**src/rtl/rndswitch_pkg.sv**
```systemverilog
// Shared types and constants for the rndswitch masking scheduler.
// Optional feature macro used by the top: RNDSWITCH_FORCE_ON_EN.
`ifndef BITMAP_NB_SEGMENTS
`define BITMAP_NB_SEGMENTS 8
`endif
`ifndef RNDSIZE
`define RNDSIZE 8
`endif

package rndswitch_pkg;

  typedef enum logic [0:0] {
    GEN = 1'b0,
    RUN = 1'b1
  } sched_state_t;

  localparam int LFSR_W = 32;
  // x^32+x^22+x^2+x+1 in right-shifting Galois form
  localparam logic [LFSR_W-1:0] LFSR_TAPS = 32'h8020_0003;
  localparam int GEN_W = $clog2(`RNDSIZE + 1);

endpackage

```
**src/rtl/rndswitch.sv**
```systemverilog
// Masking datapath for the segment bitmap: o = (s & r) ^ z.
`ifndef BITMAP_NB_SEGMENTS
`define BITMAP_NB_SEGMENTS 8
`endif
`ifndef RNDSIZE
`define RNDSIZE 8
`endif

module rndswitch (
  input  logic [`BITMAP_NB_SEGMENTS-1:0] s,
  input  logic [`RNDSIZE-1:0]            r,
  input  logic                           z,
  output logic [`BITMAP_NB_SEGMENTS-1:0] o
);

  assign o = (s & r[`BITMAP_NB_SEGMENTS-1:0]) ^ {`BITMAP_NB_SEGMENTS{z}};

endmodule

```
**src/rtl/rndswitch_lfsr.sv**
```systemverilog
// Galois LFSR: seed load (zero seed replaced by 1), shift enable, 1-bit output.
module rndswitch_lfsr
  import rndswitch_pkg::*;
(
  input  logic              clk,
  input  logic              load,
  input  logic [LFSR_W-1:0] seed,
  input  logic              shift,
  output logic              bit_out
);

  logic [LFSR_W-1:0] lfsr;

  always_ff @(posedge clk) begin
    if (load) begin
      lfsr <= (seed == '0) ? LFSR_W'(1) : seed;
    end else if (shift) begin
      lfsr <= (lfsr >> 1) ^ (lfsr[0] ? LFSR_TAPS : '0);
    end
  end

  assign bit_out = lfsr[0];

endmodule

```
**src/rtl/rndswitch_sched.sv**
```systemverilog
// Mask-epoch scheduler: regenerates r/z from the LFSR, then streams frames through rndswitch.
// Optional macro RNDSWITCH_FORCE_ON_EN adds force_on (all-ones mask to the datapath).
`ifndef BITMAP_NB_SEGMENTS
`define BITMAP_NB_SEGMENTS 8
`endif
`ifndef RNDSIZE
`define RNDSIZE 8
`endif

module rndswitch_sched
  import rndswitch_pkg::*;
#(
  parameter  int FRAMES_PER_MASK = 8,
  localparam int CNT_W           = $clog2(FRAMES_PER_MASK + 1)
) (
  input  logic                           clk,
  input  logic                           rst,
  input  logic [LFSR_W-1:0]              cfg_seed,
  input  logic                           rekey,
  input  logic                           in_valid,
  output logic                           in_ready,
  input  logic [`BITMAP_NB_SEGMENTS-1:0] in_s,
  output logic                           out_valid,
  input  logic                           out_ready,
  output logic [`BITMAP_NB_SEGMENTS-1:0] out_o,
  output logic                           busy_gen
`ifdef RNDSWITCH_FORCE_ON_EN
  ,
  input  logic                           force_on
`endif
);

  sched_state_t                  state, state_nxt;
  logic [GEN_W-1:0]              gen_idx;
  logic [`RNDSIZE-1:0]           r_sh, r_q, r_sel;
  logic                          z_q;
  logic [`BITMAP_NB_SEGMENTS-1:0] s_q;
  logic [CNT_W-1:0]              cnt;
  logic                          rekey_pend;
  logic                          lfsr_bit, gen_done, last_out, accept, drain, idle_regen;

  rndswitch_lfsr u_lfsr (
    .clk     (clk),
    .load    (rst),
    .seed    (cfg_seed),
    .shift   (state == GEN),
    .bit_out (lfsr_bit)
  );

  assign gen_done   = (state == GEN) && (gen_idx == GEN_W'(`RNDSIZE));
  assign last_out   = (cnt == CNT_W'(FRAMES_PER_MASK - 1)) || rekey_pend;
  assign idle_regen = (state == RUN) && !out_valid && rekey_pend;
  assign accept     = in_valid && in_ready;
  assign drain      = out_valid && out_ready;

  always_comb begin
    state_nxt = state;
    in_ready  = 1'b0;
    busy_gen  = 1'b0;
    case (state)
      GEN: begin
        busy_gen = 1'b1;
        if (gen_done) state_nxt = RUN;
      end
      RUN: begin
        if (idle_regen) begin
          state_nxt = GEN;
        end else begin
          in_ready = !out_valid || (out_ready && !last_out);
          if (drain && last_out) state_nxt = GEN;
        end
      end
      default: state_nxt = GEN;
    endcase
  end

  // The mask is assembled in r_sh so the live r_q/z_q only change when RUN is entered
  always_ff @(posedge clk) begin
    if (rst) begin
      state      <= GEN;
      gen_idx    <= '0;
      r_sh       <= '0;
      r_q        <= '0;
      z_q        <= 1'b0;
      s_q        <= '0;
      cnt        <= '0;
      rekey_pend <= 1'b0;
      out_valid  <= 1'b0;
    end else begin
      state <= state_nxt;
      if (state == GEN) begin
        rekey_pend <= 1'b0;
        cnt        <= '0;
        if (gen_done) begin
          gen_idx <= '0;
          r_q     <= r_sh;
          z_q     <= lfsr_bit;
        end else begin
          gen_idx <= gen_idx + GEN_W'(1);
          r_sh    <= {lfsr_bit, r_sh[`RNDSIZE-1:1]};
        end
      end else begin
        if (accept) s_q <= in_s;
        if (drain) begin
          out_valid <= accept;
          if (last_out) begin
            cnt        <= '0;
            rekey_pend <= 1'b0;
          end else begin
            cnt        <= cnt + CNT_W'(1);
            rekey_pend <= rekey_pend || rekey;
          end
        end else begin
          if (accept) out_valid <= 1'b1;
          if (idle_regen) begin
            cnt        <= '0;
            rekey_pend <= 1'b0;
          end else begin
            rekey_pend <= rekey_pend || rekey;
          end
        end
      end
    end
  end

`ifdef RNDSWITCH_FORCE_ON_EN
  assign r_sel = force_on ? '1 : r_q;
`else
  assign r_sel = r_q;
`endif

  rndswitch u_rndswitch (
    .s (s_q),
    .r (r_sel),
    .z (z_q),
    .o (out_o)
  );

endmodule

```
**config.mk**
```make
export PLATFORM = sky130hd
export DESIGN_NAME = rndswitch_sched
export DESIGN_NICKNAME = d
export VERILOG_FILES = /design/src/rtl/rndswitch_pkg.sv /design/src/rtl/rndswitch.sv /design/src/rtl/rndswitch_lfsr.sv /design/src/rtl/rndswitch_sched.sv
export SDC_FILE = /design/constraint.sdc
export NUM_CORES = 1
export LEC_CHECK = 0
export ABC_CLOCK_PERIOD_IN_PS = 2200
export CELL_PAD_IN_SITES_DETAIL_PLACEMENT = 0
export CELL_PAD_IN_SITES_GLOBAL_PLACEMENT = 1
export CORE_UTILIZATION = 35
export DETAILED_ROUTE_END_ITERATION = 7
export PLACE_DENSITY = 0.7
export SYNTH_ARGS = -nofsm -noshare
export SYNTH_HDL_FRONTEND = slang
export SYNTH_SLANG_ARGS = --single-unit
```
**constraint.sdc**
```tcl
create_clock -name clk -period 2.2 [get_ports clk]
set_input_delay 0.22 -clock clk [delete_from_list [all_inputs] [get_ports clk]]
set_output_delay 0.22 -clock clk [all_outputs]
set_load 0.01 [all_outputs]
```
# After elaboration in Yosys (flattened, before gate mapping)
# Cells that the tools add are included.
# W data, S select, Z words.
# totals
latch_bits	0
word_cells	60
reg_bits	68
in_bits	45
out_inout_bits	11
ram_bits	0
mem_bits_ro	0
mem_count	0
# classes
n_div	0
n_mux	20
bitwise	5
n_shift	0
eq_ne	3
mul	0
order_cmp	0
reduce_logical	20
add_sub_neg	2
# op_table
cell	n
$mux W32	4
$logic_not A32 Y1	1
$xor A31 B32 Y32	1
$mux W4	4
$mux W1	11
$add A4 B1 Y4 const B	2
$and A8 B8 Y8	1
$reduce_and A2 Y1	4
$xor A8 B8 Y8	1
$logic_and A1 B1 Y1	7
$eq A4 B3 Y1 const B	1
$eq A4 B4 Y1 const B	1
$reduce_bool A2 Y1	2
$logic_or A1 B1 Y1	3
$logic_not A1 Y1	2
$ne A2 B2 Y1 const B	1
$not A1 Y1	2
$pmux W1 S2	1
$reduce_or A2 Y1	1

# Longest topological paths before layout
# logic_depth
ltp_word	10
ltp_mapped	7

# Modules after synthesis
# From an unflattened synthesis, not the netlist that was laid out.
# hier_totals
cells_unflattened	279
hier_area_um2	3160.5
# modules_own_cells
module	cells_each	area_each_um2	seq_area_each_um2	instances
rndswitch_sched	176	1564.0	720.7	1
rndswitch_lfsr	86	1485.2	960.9	1
rndswitch	17	111.4	0.0	1

# Worst setup path after synthesis
# OpenSTA, ideal clock, no wires.
# synth_path
kind	input port to flip-flop
from	in rst
to	reg u_lfsr.lfsr[0], enable pin
path_stages	2
t_required_ns	1.801
setup_slack_ns	0.462
arrival_time_ns	1.340
path_cell_list	buf_2 nand2b_1
# synth_between
elab_chain_len	1
# synth_lines
item	line	source
from (decl)	rndswitch_sched.sv:17	input logic rst,
$ne A2 B2 Y1 (no source line)	--	
to (signal assigned)	rndswitch_lfsr.sv:16	lfsr <= (seed == '0) ? LFSR_W'(1) : seed;
to (signal assigned)	rndswitch_lfsr.sv:18	lfsr <= (lfsr >> 1) ^ (lfsr[0] ? LFSR_TAPS : '0);
to (decl)	rndswitch_lfsr.sv:12	logic [LFSR_W-1:0] lfsr;
# Every way passes these cells.
# A chain may end at the register's enable or synchronous reset.

# Final worst setup path
# layout_path
from	reg cnt[0]
to	out in_ready
# layout_between
elab_chain_len	7
# layout_lines
item	line	source
from (decl)	rndswitch_sched.sv:38	logic [CNT_W-1:0] cnt;
from (signal assigned)	rndswitch_sched.sv:110	cnt <= cnt + CNT_W'(1);
$eq A4 B3 Y1	rndswitch_sched.sv:51	assign last_out = (cnt == CNT_W'(FRAMES_PER_MASK - 1)) || rekey_pend;
$logic_or A1 B1 Y1	rndswitch_sched.sv:51	
$logic_not A1 Y1	rndswitch_sched.sv:69	in_ready = !out_valid || (out_ready && !last_out);
$logic_and A1 B1 Y1	rndswitch_sched.sv:69	
$logic_or A1 B1 Y1	rndswitch_sched.sv:69	
$mux W1	rndswitch_sched.sv:66	if (idle_regen) begin
$mux W1	rndswitch_sched.sv:60	case (state)
to (decl)	rndswitch_sched.sv:21	output logic in_ready,
# Every way passes these cells.

==> out/metrics.cfg <==
[sta]
finalSetupViolCount = 0
period_minus_slack_ns = 2.06
layout_setup_ws_ns = 0.136
fmax_ghz = 0.484
slew_headroom_pct = 62.5
hold_viol = 0
rsz0062_at_grt = no
clock_skew_ns = 0.0103
tns_ns = 0
slew_violations = 0
worstMarginPinSlew_ns = 0.562
period_share_pct = 93.8

[clocking]
htreeDepth = 3
cts_tree = done
clkLatencyLatePin_ns = 0.33
path_clk_slew_ns = 0.07
root_buffer = clkbuf_8
cts-hold-fix-buffers = 0
cts.sinks = 68
cts_setup_buffers = 0
clock_path_buffers = 2
cts_inserted_buffers = 9
postCtsResizedCells = 0

[final_layout]
syn_to_final_growth_pct = 27.3
multi_input_area_mm2 = 0.00122
fillers = 807
fin_nets = 367
seqCellArea_mm2 = 0.00168
diodes = 0
final_layout_size_suffix_gt1_share_pct = 16.0

[global_route]
grt_pass1_wl_um = 9640
grt_remaining_overflow = 0
grt_pass1_vias = 2033
grt_max_degree = 38
grt_antenna_before_repair = 0
grt_usage_pct = 14.3

[floorplanning]
die_h_um = 94.7
dieArea_mm2 = 0.00896
start_util_pct = 36.4
num_rows = 33
coreArea_mm2 = 0.00826
io_pins = 56
die_w_um = 94.7

[pwr]
power.density_mw_per_mm2 = 693
vdd_drop_max_mv = 0.244
leakage_nw = 1.43

[placed_design]
dp_hpwl_um = 3970
portBuffers = 55
gp_congestion = 0.732
pre_cts_ws_ns = 0.370

[logic_synthesis]
synth-simple-area-share_pct = 12.9
synth_compound_area_share_pct = 5.50
syn_area_mm2 = 0.00301
seq_area_frac_synth_pct = 56.0
ys_ff_latch = 68
synth.net_count = 309
yosys.area.top_type = edfxtp_1
synth_top_cells_by_area = edfxtp_1 32%, dfxtp_1 24%, mux2_2 11%, mux2i_1 6.0%, nand2_1 4.0%
synth_top_family_by_area = multiplexers
synthAdderAreaFrac_pct = 1.25
synth_mux_area_share_pct = 16.9
syn_inst = 261
yosys.cell_types.count = 36
async_reset_ff_share_pct = 0
synth_xor_area_share_pct = 4.08
yosysTopAreaCellShare_pct = 32.0
synthFlopType = dfxtp_1
syn_avg_cell_area_um2 = 11.5
synth_edf_count = 32
yosysWarnings = 0

[route]
vias = 2036
drtPass1Iterations = 4
avgRoutedWirePerCell_um = 13.7
viasPerCell = 4.75
drt-initial-drc-count = 83
ant_nets = 0
wl_um = 5860
remaining_drc_errors = 0

[run_status]
status = finished clean

[setup_path]
cp.required_ns = 1.98
worstSetupPathType = register to output port
startpoint = cnt[0]$_SDFFE_PP0P_
cp_max_fo = 4
reg2reg_setup_slack_ns = 0.59
r2r-start = gen_idx[0]$_SDFFE_PP0N_
worstSetupEndpoint = in_ready
critPathCaptureType = output port
arrival_ns = 1.84
crit_path_start_kind = register
timing.rr.end = r_sh[5]$_SDFFE_PP0P_
r2r_cells = 6

[hold_path]
min_path_type = input pin to register

[job]
max_cap_viol_count = 0

[metal layers]
| layer | routed length (um) | GRT usage, % | part of all wire [%] | up-vias |
|---|---|---|---|---|
| met4 | 117 | 7.58 | 2.0 | 0 |
| li1 | - | - | - | 1043 |
| met2 | 2570 | 21.3 | 44 | 40 |
| met5 | 0 | 0 | 0 | - |
| met1 | 2960 | 19.7 | 51 | 944 |
| met3 | 212 | 2.50 | 3.6 | 9 |
[critical path, stage by stage (launching register included)]
cell and delay (ns):
dfxtp_1 0.34, ha_1 0.25, nand3b_1 0.15, a21oi_1 0.09, nor3_1 0.14, clkdlybuf4s50_1 0.56
[where the power goes]
group	leakage [nW]	switching, mW	internal, mW
logic	0.706	0.0816	0.152
registers	0.630	0.0377	1.42
clock network	0.0914	0.438	0.522
total	1.43	0.558	2.09
[worst min path at each step]
stage	depth (start not counted)	slack (ns)	end	startpoint
after floorplan	2	0.36	s_q[0]$_SDFFE_PP0P_	in_s[0]
after global placement	2	0.45	r_q[0]$_SDFFE_PP0P_	r_sh[0]$_SDFFE_PP0P_
after detailed placement	2	0.44	r_q[0]$_SDFFE_PP0P_	r_sh[0]$_SDFFE_PP0P_
after CTS	2	0.34	s_q[3]$_SDFFE_PP0P_	rst
after global routing	2	0.36	s_q[7]$_SDFFE_PP0P_	rst
final	2	0.35	s_q[1]$_SDFFE_PP0P_	rst
[per-stage QoR]
step	cells	hold WS (ns)	cell area (um2)	total power, mW	utilization (%)
2_1_floorplan	261	0.364	3010	1.60	-
3_3_place_gp	413	0.446	3650	1.72	44.2
3_5_place_dp	413	0.445	3650	1.72	44.2
4_1_cts	429	0.343	3830	2.69	46.3
5_1_grt	429	0.359	3830	2.77	46.3
6_report	429	0.345	3830	2.65	46.3
[cells in the mapped netlist, types with 6 or more instances]
library cell and instances:
a21oi_1 14, buf_2 7, dfxtp_1 36, edfxtp_1 32
mux2_2 29, mux2i_1 18, nand2_1 32, nor2_1 21
nor3_1 6, nor4_1 8, xnor2_1 11
[cell families after synthesis]
kind of cell / after synthesis
buffers and inverters: 20
AOI/OAI and AO/OA: 27
adders and majority gates: 3
xor gates and xnor gates: 14
muxes: 47
DFF: 68
and+or+nand+nor: 82
[area by class of cell]
class / instances / area share, %
inverters: 6 / 0.589
multi-input cells: 173 / 31.9
repair buffers: 61 / 15.4
clock inverters: 3 / 1.05
clock buffers: 13 / 3.63
flip-flops and latches: 68 / 44.0
well taps: 105 / 3.43
[layout by cell type, fill, tap and decap left out, types with 2 or more instances in the layout]
cell type / synthesis / routed
a211oi_1: 2 / 2
a21oi_1: 14 / 14
buf_4: 1 / 6
clkbuf_1: 4 / 4
clkbuf_8: 0 / 9
clkdlybuf4s50_1: 0 / 54
clkinv_2: 0 / 2
dfxtp_1: 36 / 36
edfxtp_1: 32 / 32
ha_1: 3 / 3
inv_1: 5 / 5
mux2_2: 29 / 29
mux2i_1: 18 / 18
nand2_1: 32 / 32
nand4_1: 3 / 3
nor2_1: 21 / 21
nor2b_1: 3 / 3
nor3_1: 6 / 6
nor4_1: 8 / 8
o21a_1: 2 / 2
o21ai_0: 5 / 5
xnor2_1: 11 / 11
xor2_1: 3 / 3
[flip-flops by register name, summed over array words and instances, names as in the netlist]
signal	cells
cnt	4
u_lfsr.lfsr	32
gen_idx	4
rekey_pend	1
r_sh	8
state	1
s_q	8
out_valid	1
z_q	1
r_q	8
(Power assumes the default switching activity.)
